## config.mk

```make
export PLATFORM = sky130hd
export DESIGN_NAME = pll_gen
export DESIGN_NICKNAME = d
export VERILOG_FILES = /design/src/rtl/p1v_clk_pkg.sv /design/src/rtl/settle_timer.sv /design/src/rtl/pll_gen.sv
export SDC_FILE = /design/constraint.sdc
export NUM_CORES = 1
export LEC_CHECK = 0
export ABC_AREA = 1
export BUFFER_PORTS_ARGS = -buffer_cell sky130_fd_sc_hd__buf_2
export CAP_MARGIN = 20
export CORE_MARGIN = 3
export CORE_UTILIZATION = 45
export CTS_CLUSTER_SIZE = 24
export DETAILED_ROUTE_END_ITERATION = 6
export GPL_TIMING_DRIVEN = 0
export PLACE_DENSITY = 0.6
export SKIP_LAST_GASP = 1
export SYNTH_ARGS = -nofsm -noshare
export SYNTH_HDL_FRONTEND = slang
export SYNTH_SLANG_ARGS = --single-unit
```

## constraint.sdc

```tcl
create_clock -name clock_160 -period 3.3 [get_ports clock_160]
set_input_delay 0 -clock clock_160 [delete_from_list [all_inputs] [get_ports clock_160]]
set_output_delay 0 -clock clock_160 [all_outputs]
set_load 0.01 [all_outputs]
```

## src/rtl/p1v_clk_pkg.sv

```systemverilog
// Shared clock-generation definitions: CLK register layout, PLL FSM states,
// default settle times and a small helper for elaboration checks.
package p1v_clk_pkg;

   // CLK register bit positions
   localparam int unsigned CFG_W          = 7;
   localparam int unsigned CLK_PLLENA     = 6;
   localparam int unsigned CLK_OSCENA     = 5;
   localparam int unsigned CLK_OSCM_HI    = 4;
   localparam int unsigned CLK_OSCM_LO    = 3;
   localparam int unsigned CLK_CLKSEL_HI  = 2;
   localparam int unsigned CLK_CLKSEL_LO  = 0;

   // Default settle times in clock_160 cycles (10 us oscillator, 100 us PLL)
   localparam int unsigned OSC_SETTLE_DEF = 1600;
   localparam int unsigned PLL_SETTLE_DEF = 16000;
   localparam int unsigned SETTLE_W_DEF   = 16;

   // Divider width: five taps, X16 down to X1
   localparam int unsigned DIV_W          = 5;

   typedef enum logic [1:0] {
      PLL_OFF      = 2'd0,
      PLL_SETTLING = 2'd1,
      PLL_LOCKED   = 2'd2
   } pll_state_e;

   // CLK register low bits as seen by the clock generator
   typedef struct packed {
      logic       pllena;
      logic       oscena;
      logic [1:0] oscm;
      logic [2:0] clksel;
   } clk_cfg_t;

   function automatic int unsigned max_u(input int unsigned a, input int unsigned b);
      return (a > b) ? a : b;
   endfunction

endpackage

```

## src/rtl/settle_timer.sv

```systemverilog
// Enable-gated saturating up-counter with a registered done flag.
// Ports:
//   clk, rst_n : clock, async active-low reset
//   en         : count while high; clears count and done when low
//   cnt        : current count, saturates at LIMIT
//   done       : set on the edge where cnt reaches LIMIT, held while en
module settle_timer
   import p1v_clk_pkg::*;
#(
   parameter int unsigned LIMIT = OSC_SETTLE_DEF,
   parameter int unsigned W     = SETTLE_W_DEF
) (
   input  logic         clk,
   input  logic         rst_n,
   input  logic         en,
   output logic [W-1:0] cnt,
   output logic         done
);

   // done looks at the pre-increment count so it rises with cnt==LIMIT
   always_ff @(posedge clk or negedge rst_n) begin
      if (!rst_n) begin
         cnt  <= '0;
         done <= 1'b0;
      end else if (!en) begin
         cnt  <= '0;
         done <= 1'b0;
      end else begin
         if (cnt != W'(LIMIT)) begin
            cnt <= cnt + W'(1);
         end
         done <= (cnt >= W'(LIMIT - 1));
      end
   end

endmodule

```

## src/rtl/pll_gen.sv

```systemverilog
// Fake-PLL tap generator: models oscillator start-up and PLL lock time, then
// derives the five tap clocks from clock_160 with a registered divider.
// Ports:
//   clock_160  : 160 MHz board clock (only clock)
//   resn       : async active-low reset
//   cfg        : CLK register LSBs, [6]=PLLENA [5]=OSCENA [4:3]=OSCM [2:0]=CLKSEL
//   pllX16..X1 : clock_160 / 2, 4, 8, 16, 32 while locked, else 0
//   osc_ready  : oscillator settled
//   pll_locked : PLL locked, taps running
//   pll_state  : FSM state for debug (OFF=0, SETTLING=1, LOCKED=2)
module pll_gen
   import p1v_clk_pkg::*;
#(
   parameter int unsigned OSC_SETTLE = OSC_SETTLE_DEF,
   parameter int unsigned PLL_SETTLE = PLL_SETTLE_DEF,
   parameter int unsigned SETTLE_W   = SETTLE_W_DEF
) (
   input  logic       clock_160,
   input  logic       resn,
   input  logic [6:0] cfg,
   output logic       pllX16,
   output logic       pllX8,
   output logic       pllX4,
   output logic       pllX2,
   output logic       pllX1,
   output logic       osc_ready,
   output logic       pll_locked,
   output logic [1:0] pll_state
);

   // Counter must hold both settle limits; the lock compare needs PLL_SETTLE >= 2
   if (SETTLE_W < 32 && max_u(OSC_SETTLE, PLL_SETTLE) >= (32'd1 << SETTLE_W)) begin : g_w_chk
      $error("SETTLE_W too narrow for settle limits");
   end
   if (PLL_SETTLE < 2) begin : g_pll_chk
      $error("PLL_SETTLE must be at least 2");
   end

   clk_cfg_t             cfgx;
   pll_state_e           state;
   logic [DIV_W-1:0]     div;
   logic [SETTLE_W-1:0]  osc_cnt;
   logic [SETTLE_W-1:0]  pll_cnt;
   logic                 pll_done;
   logic                 pll_go;
   logic                 pll_run;
   logic                 lock_hit;
   logic                 unused_bits;

   // Input stage: everything downstream sees only the registered copy
   always_ff @(posedge clock_160 or negedge resn) begin
      if (!resn) begin
         cfgx <= '0;
      end else begin
         cfgx <= clk_cfg_t'(cfg);
      end
   end

   // Oscillator start-up model
   settle_timer #(
      .LIMIT (OSC_SETTLE),
      .W     (SETTLE_W)
   ) u_osc_timer (
      .clk   (clock_160),
      .rst_n (resn),
      .en    (cfgx.oscena),
      .cnt   (osc_cnt),
      .done  (osc_ready)
   );

   // pll_run also drops on an abort edge so pll_cnt restarts from zero;
   // lock_hit fires on the edge where pll_cnt advances to PLL_SETTLE-1
   always_comb begin
      pll_go   = cfgx.pllena & osc_ready;
      pll_run  = (state == PLL_SETTLING) & pll_go;
      lock_hit = pll_run & (pll_cnt == SETTLE_W'(PLL_SETTLE - 2));
   end

   // PLL lock-time model
   settle_timer #(
      .LIMIT (PLL_SETTLE),
      .W     (SETTLE_W)
   ) u_pll_timer (
      .clk   (clock_160),
      .rst_n (resn),
      .en    (pll_run),
      .cnt   (pll_cnt),
      .done  (pll_done)
   );

   // PLL FSM; losing PLLENA or osc_ready wins over a same-edge lock
   always_ff @(posedge clock_160 or negedge resn) begin
      if (!resn) begin
         state      <= PLL_OFF;
         div        <= '0;
         pll_locked <= 1'b0;
      end else if (!pll_go) begin
         state      <= PLL_OFF;
         div        <= '0;
         pll_locked <= 1'b0;
      end else begin
         case (state)
            PLL_OFF: begin
               state      <= PLL_SETTLING;
               div        <= '0;
               pll_locked <= 1'b0;
            end
            PLL_SETTLING: begin
               div <= '0;
               if (lock_hit) begin
                  state      <= PLL_LOCKED;
                  pll_locked <= 1'b1;
               end else begin
                  state      <= PLL_SETTLING;
                  pll_locked <= 1'b0;
               end
            end
            PLL_LOCKED: begin
               state      <= PLL_LOCKED;
               div        <= div + DIV_W'(1);
               pll_locked <= 1'b1;
            end
            default: begin
               state      <= PLL_OFF;
               div        <= '0;
               pll_locked <= 1'b0;
            end
         endcase
      end
   end

   // Taps come straight from divider flops: glitch-free, phase-aligned, and
   // zero outside LOCKED because div is held at zero there
   assign pllX16    = div[0];
   assign pllX8     = div[1];
   assign pllX4     = div[2];
   assign pllX2     = div[3];
   assign pllX1     = div[4];
   assign pll_state = state;

   // OSCM/CLKSEL belong to the downstream selector; counts are observation only
   assign unused_bits = ^{cfgx.oscm, cfgx.clksel, osc_cnt, pll_done};

endmodule

```

==> qor_table.md <==
| Quantity | Reported | Unit |
|---|---|---|
| Power per cell area | 392 | mW/mm^2 |
| Height of the die | 78.3 | um |
| Final worst slack | 1.74 | ns |
| Minimum clock period after layout | 1.56 | ns |
| Fraction of layout instances using a drive strength above 1 | 0.105 | - |
| CTS H-tree lvls | 2 | - |
| Top cell type's share of synthesized area | 0.457 | - |
| Number of antenna violations at the first check in global routing | 0 | - |
| Count leader, synth | sky130_fd_sc_hd__nand2_1 | - |
| Number of diodes | 0 | - |
| Maximum clock skew at final layout | 0.00846 | ns |
| Overall track demand over capacity in global routing | 0.173 | - |
| Via count of the routed design | 1932 | - |
| Gr ovfl total | 0 | - |
| Leading post-synthesis cells by cell area | sky130_fd_sc_hd__dfrtp_1 46%, sky130_fd_sc_hd__nand2_1 9.4%, sky130_fd_sc_hd__nor2_1 8.8% | - |
| Max-cap check violation count | 0 | - |
| FMAX | 641 | MHz |
| Placeable core area | 0.00488 | mm^2 |
| Clock latency on the worst-skew pair | 0.29 | ns |
| Number of distinct library cell variants in the gate-level netlist after synthesis | 29 | - |
| CTS tree | built | - |
| Drt drc | 0 | - |
| Area added between synthesis and finish | 13.0 | % |
| Register area share after synthesis | 0.457 | - |
| Synthesized Nets | 321 | - |
| TritonCTS buffer count | 5 | - |
| Worst hold slack across all endpoints | 0.341 | ns |
| IO Pins | 18 | - |
| DRT Pass-1 Iters | 4 | - |
| Violation count after the first detailed-route iteration | 82 | - |
| Leakage dissipation | 0.00121 | uW |
| Startpoint Class | register | - |
| Area fraction in compound gates after synthesis | 0.0760 | - |
| Utilization after layout | 0.545 | - |
| Buffers added on ports | 12 | - |
| DR WL/cell | 11.7 | um |
| Worst flop-to-flop path startpoint | pll_state[1] | - |
| First element of the critical path | pll_state[1] | - |
| Maximum root-to-sink buffer count | 2 | - |
| Library cell with the largest summed area after synthesis | sky130_fd_sc_hd__dfrtp_1 | - |
| Run status | completed | - |
| Part of the cycle the worst path needs | 0.473 | - |
| Sum of negative setup slack | 0 | ns |
| Number of enable flip-flop cells after synthesis | 0 | - |
| Arrival time of data at the critical path endpoint | 1.79 | ns |
| Average cell area after synthesis | 7.79 | um^2 |
| Via density per instance | 4.93 | - |
| Final Max Slew Viols | 0 | - |
| Most instantiated flip-flop cell in the synthesis netlist | sky130_fd_sc_hd__dfrtp_1 | - |
| RSZ-0062 raised after global routing | false | - |
| Floorplan die width | 78.3 | um |
| Drt total wl | 4580 | um |
| Largest family of logic cells by synthesized area | simple AND/OR/NAND/NOR gates | - |
| Maximum VDD drop | 0.000246 | V |
| Count of placed standard cells including taps | 381 | - |
| Hold wc startpoint | cfg[5] | - |
| Share of synthesized registers carrying an async set or reset | 1.00 | - |
| Crit end category | register | - |
| First-pass GRT wire length | 8530 | um |
| Area share of xor/xnor cells in the synthesized design | 0.0149 | - |
| Setup Crit Path Kind | register to register | - |
| Die Outline Area | 0.00613 | mm^2 |
| Initial cell density of the core | 0.482 | - |
| Count of endpoints failing setup in the final report | 0 | - |
| Vias in the first global route | 1895 | - |
| Mux contribution to synthesized area | 0 | - |
| Min-Delay Path Class | input pin to register | - |
| Yosys Warn Count | 0 | - |
| Layout net count | 343 | - |
| Clock edge transition at the registers on the reported setup and hold paths | 0.09 | ns |
| Synthesized flop and latch total | 43 | - |
| Root buf cell | sky130_fd_sc_hd__clkbuf_8 | - |
| Post-synthesis share of cell area spent on and, or, nand and nor gates | 0.329 | - |
| Adder-cell area share of the yosys netlist | 0.0532 | - |
| Maximum number of pins on one net before global-route repair | 44 | - |
| Worst path required time | 3.53 | ns |
| Dpl ws | 1.75 | ns |
| Post-Syn Area | 0.00235 | mm^2 |
| Placer Congestion | 0.820 | - |
| Worst Tran Pin Value | 0.934 | ns |
| Synth top cells by count | 59 x sky130_fd_sc_hd__nand2_1, 55 x sky130_fd_sc_hd__nor2_1, 43 x sky130_fd_sc_hd__dfrtp_1, 38 x sky130_fd_sc_hd__inv_1, 24 x sky130_fd_sc_hd__nand3_1 | - |
| Finished Layout Cells | 392 | - |
| Hold violation total from the final report | 0 | - |
| Half-perimeter wire length after detailed placement | 3320 | um |
| Number of antenna-violating nets in the routed design | 0 | - |
| Worst Path Max Fanout | 6 | - |
| Core Rows | 25 | - |
| Clock Sinks | 43 | - |
| Worst slew margin relative to its limit | 0.378 | - |
| Instance count of the mapped netlist | 302 | - |
## layout by cell type (no fill, tap or decap), types with 2 or more instances in the layout
master,Yosys,layout
sky130_fd_sc_hd__nand2_1,59,59
sky130_fd_sc_hd__nor2_1,55,55
sky130_fd_sc_hd__dfrtp_1,43,43
sky130_fd_sc_hd__inv_1,38,38
sky130_fd_sc_hd__nand3_1,24,24
sky130_fd_sc_hd__a21oi_1,17,17
sky130_fd_sc_hd__o21ai_0,13,13
sky130_fd_sc_hd__buf_2,0,12
sky130_fd_sc_hd__ha_1,10,10
sky130_fd_sc_hd__nand4_1,9,9
sky130_fd_sc_hd__nor3_1,7,7
sky130_fd_sc_hd__clkbuf_8,1,6
sky130_fd_sc_hd__nand2_2,3,3
sky130_fd_sc_hd__nor2_4,3,3
sky130_fd_sc_hd__xor2_1,3,3
sky130_fd_sc_hd__nor2_2,3,3
sky130_fd_sc_hd__dlygate4sd3_1,0,3
sky130_fd_sc_hd__clkbuf_1,1,2
sky130_fd_sc_hd__bufinv_16,0,2
## flip-flops by register name (all words and copies together) (netlist names)
signal / count
u_pll_timer.cnt: 16
pll_locked: 1
cfgx: 2
u_osc_timer.done: 1
pll_state: 2
div: 5
u_osc_timer.cnt: 16
## report_power, final
| group | switching (uW) | total (uW) | internal [uW] |
|---|---|---|---|
| registers | 3.48 | 534 | 530 |
| clock network | 180 | 483 | 303 |
| logic | 18.9 | 27.1 | 8.17 |
| total | 202 | 1040 | 841 |
## cells by family after synthesis
group                    Yosys count
AO/OA/AOI/OAI                     34
XOR/XNOR                           4
adder cells (fa/ha/maj)           10
buffers and inverters             41
flip-flops                        43
AND/OR/NAND/NOR                  170
## cell type report
cell class              instances  area (um^2)
well taps                      67         83.8
clock buffers                   6         72.6
repair buffers                 15         90.1
plain buffers                   2         17.5
flip-flops and latches         43         1080
multi-input cells             218         1110
fillers                       483         2220
inverters                      39          146
clock inverters                 2         60.1
## per-stage QoR
stage,power (uW),area (um^2)
after floorplan,554,2350
after global placement,570,2500
after detailed placement,570,2500
after CTS,1060,2660
after global routing,1090,2660
final,1040,2660
## path summary, 6_finish.rpt
kind | end | slack, ns | cells past startpoint
max reg2reg | u_pll_timer.cnt[0] | 1.74 | 8
min reg2reg | div[0] | 0.49 | 1
min | cfgx[5] | 0.34 | 2
min in group asynchronous | u_pll_timer.cnt[11] | 0.38 | 2
max in group asynchronous | u_pll_timer.cnt[15] | 2.34 | 2
max | u_pll_timer.cnt[0] | 1.74 | 8
## layer usage
metal | GRT usage | part of all wire
met1 | 0.242 | 0.54
met3 | 0.0321 | 0.031
met2 | 0.268 | 0.42
met5 | 0 | 0
met4 | 0.0612 | 0.012
## critical path: stages, from the launching register on
cell and delay (ns):
sky130_fd_sc_hd__dfrtp_1 0.42, sky130_fd_sc_hd__inv_1 0.09, sky130_fd_sc_hd__ha_1 0.14, sky130_fd_sc_hd__inv_1 0.04, sky130_fd_sc_hd__nor2_1 0.32, sky130_fd_sc_hd__inv_1 0.18, sky130_fd_sc_hd__nor2_1 0.18, sky130_fd_sc_hd__nand2_1 0.08
sky130_fd_sc_hd__nand2_1 0.06
## timing repair
item / 4_1_cts / 5_1_grt
hold endpoints to repair: 45 / 0
hold buffers: 3 / 0
buffers inserted: 0 / 0
resized for setup: 0 / 0
Note: power is estimated with default switching activity, not from simulation.
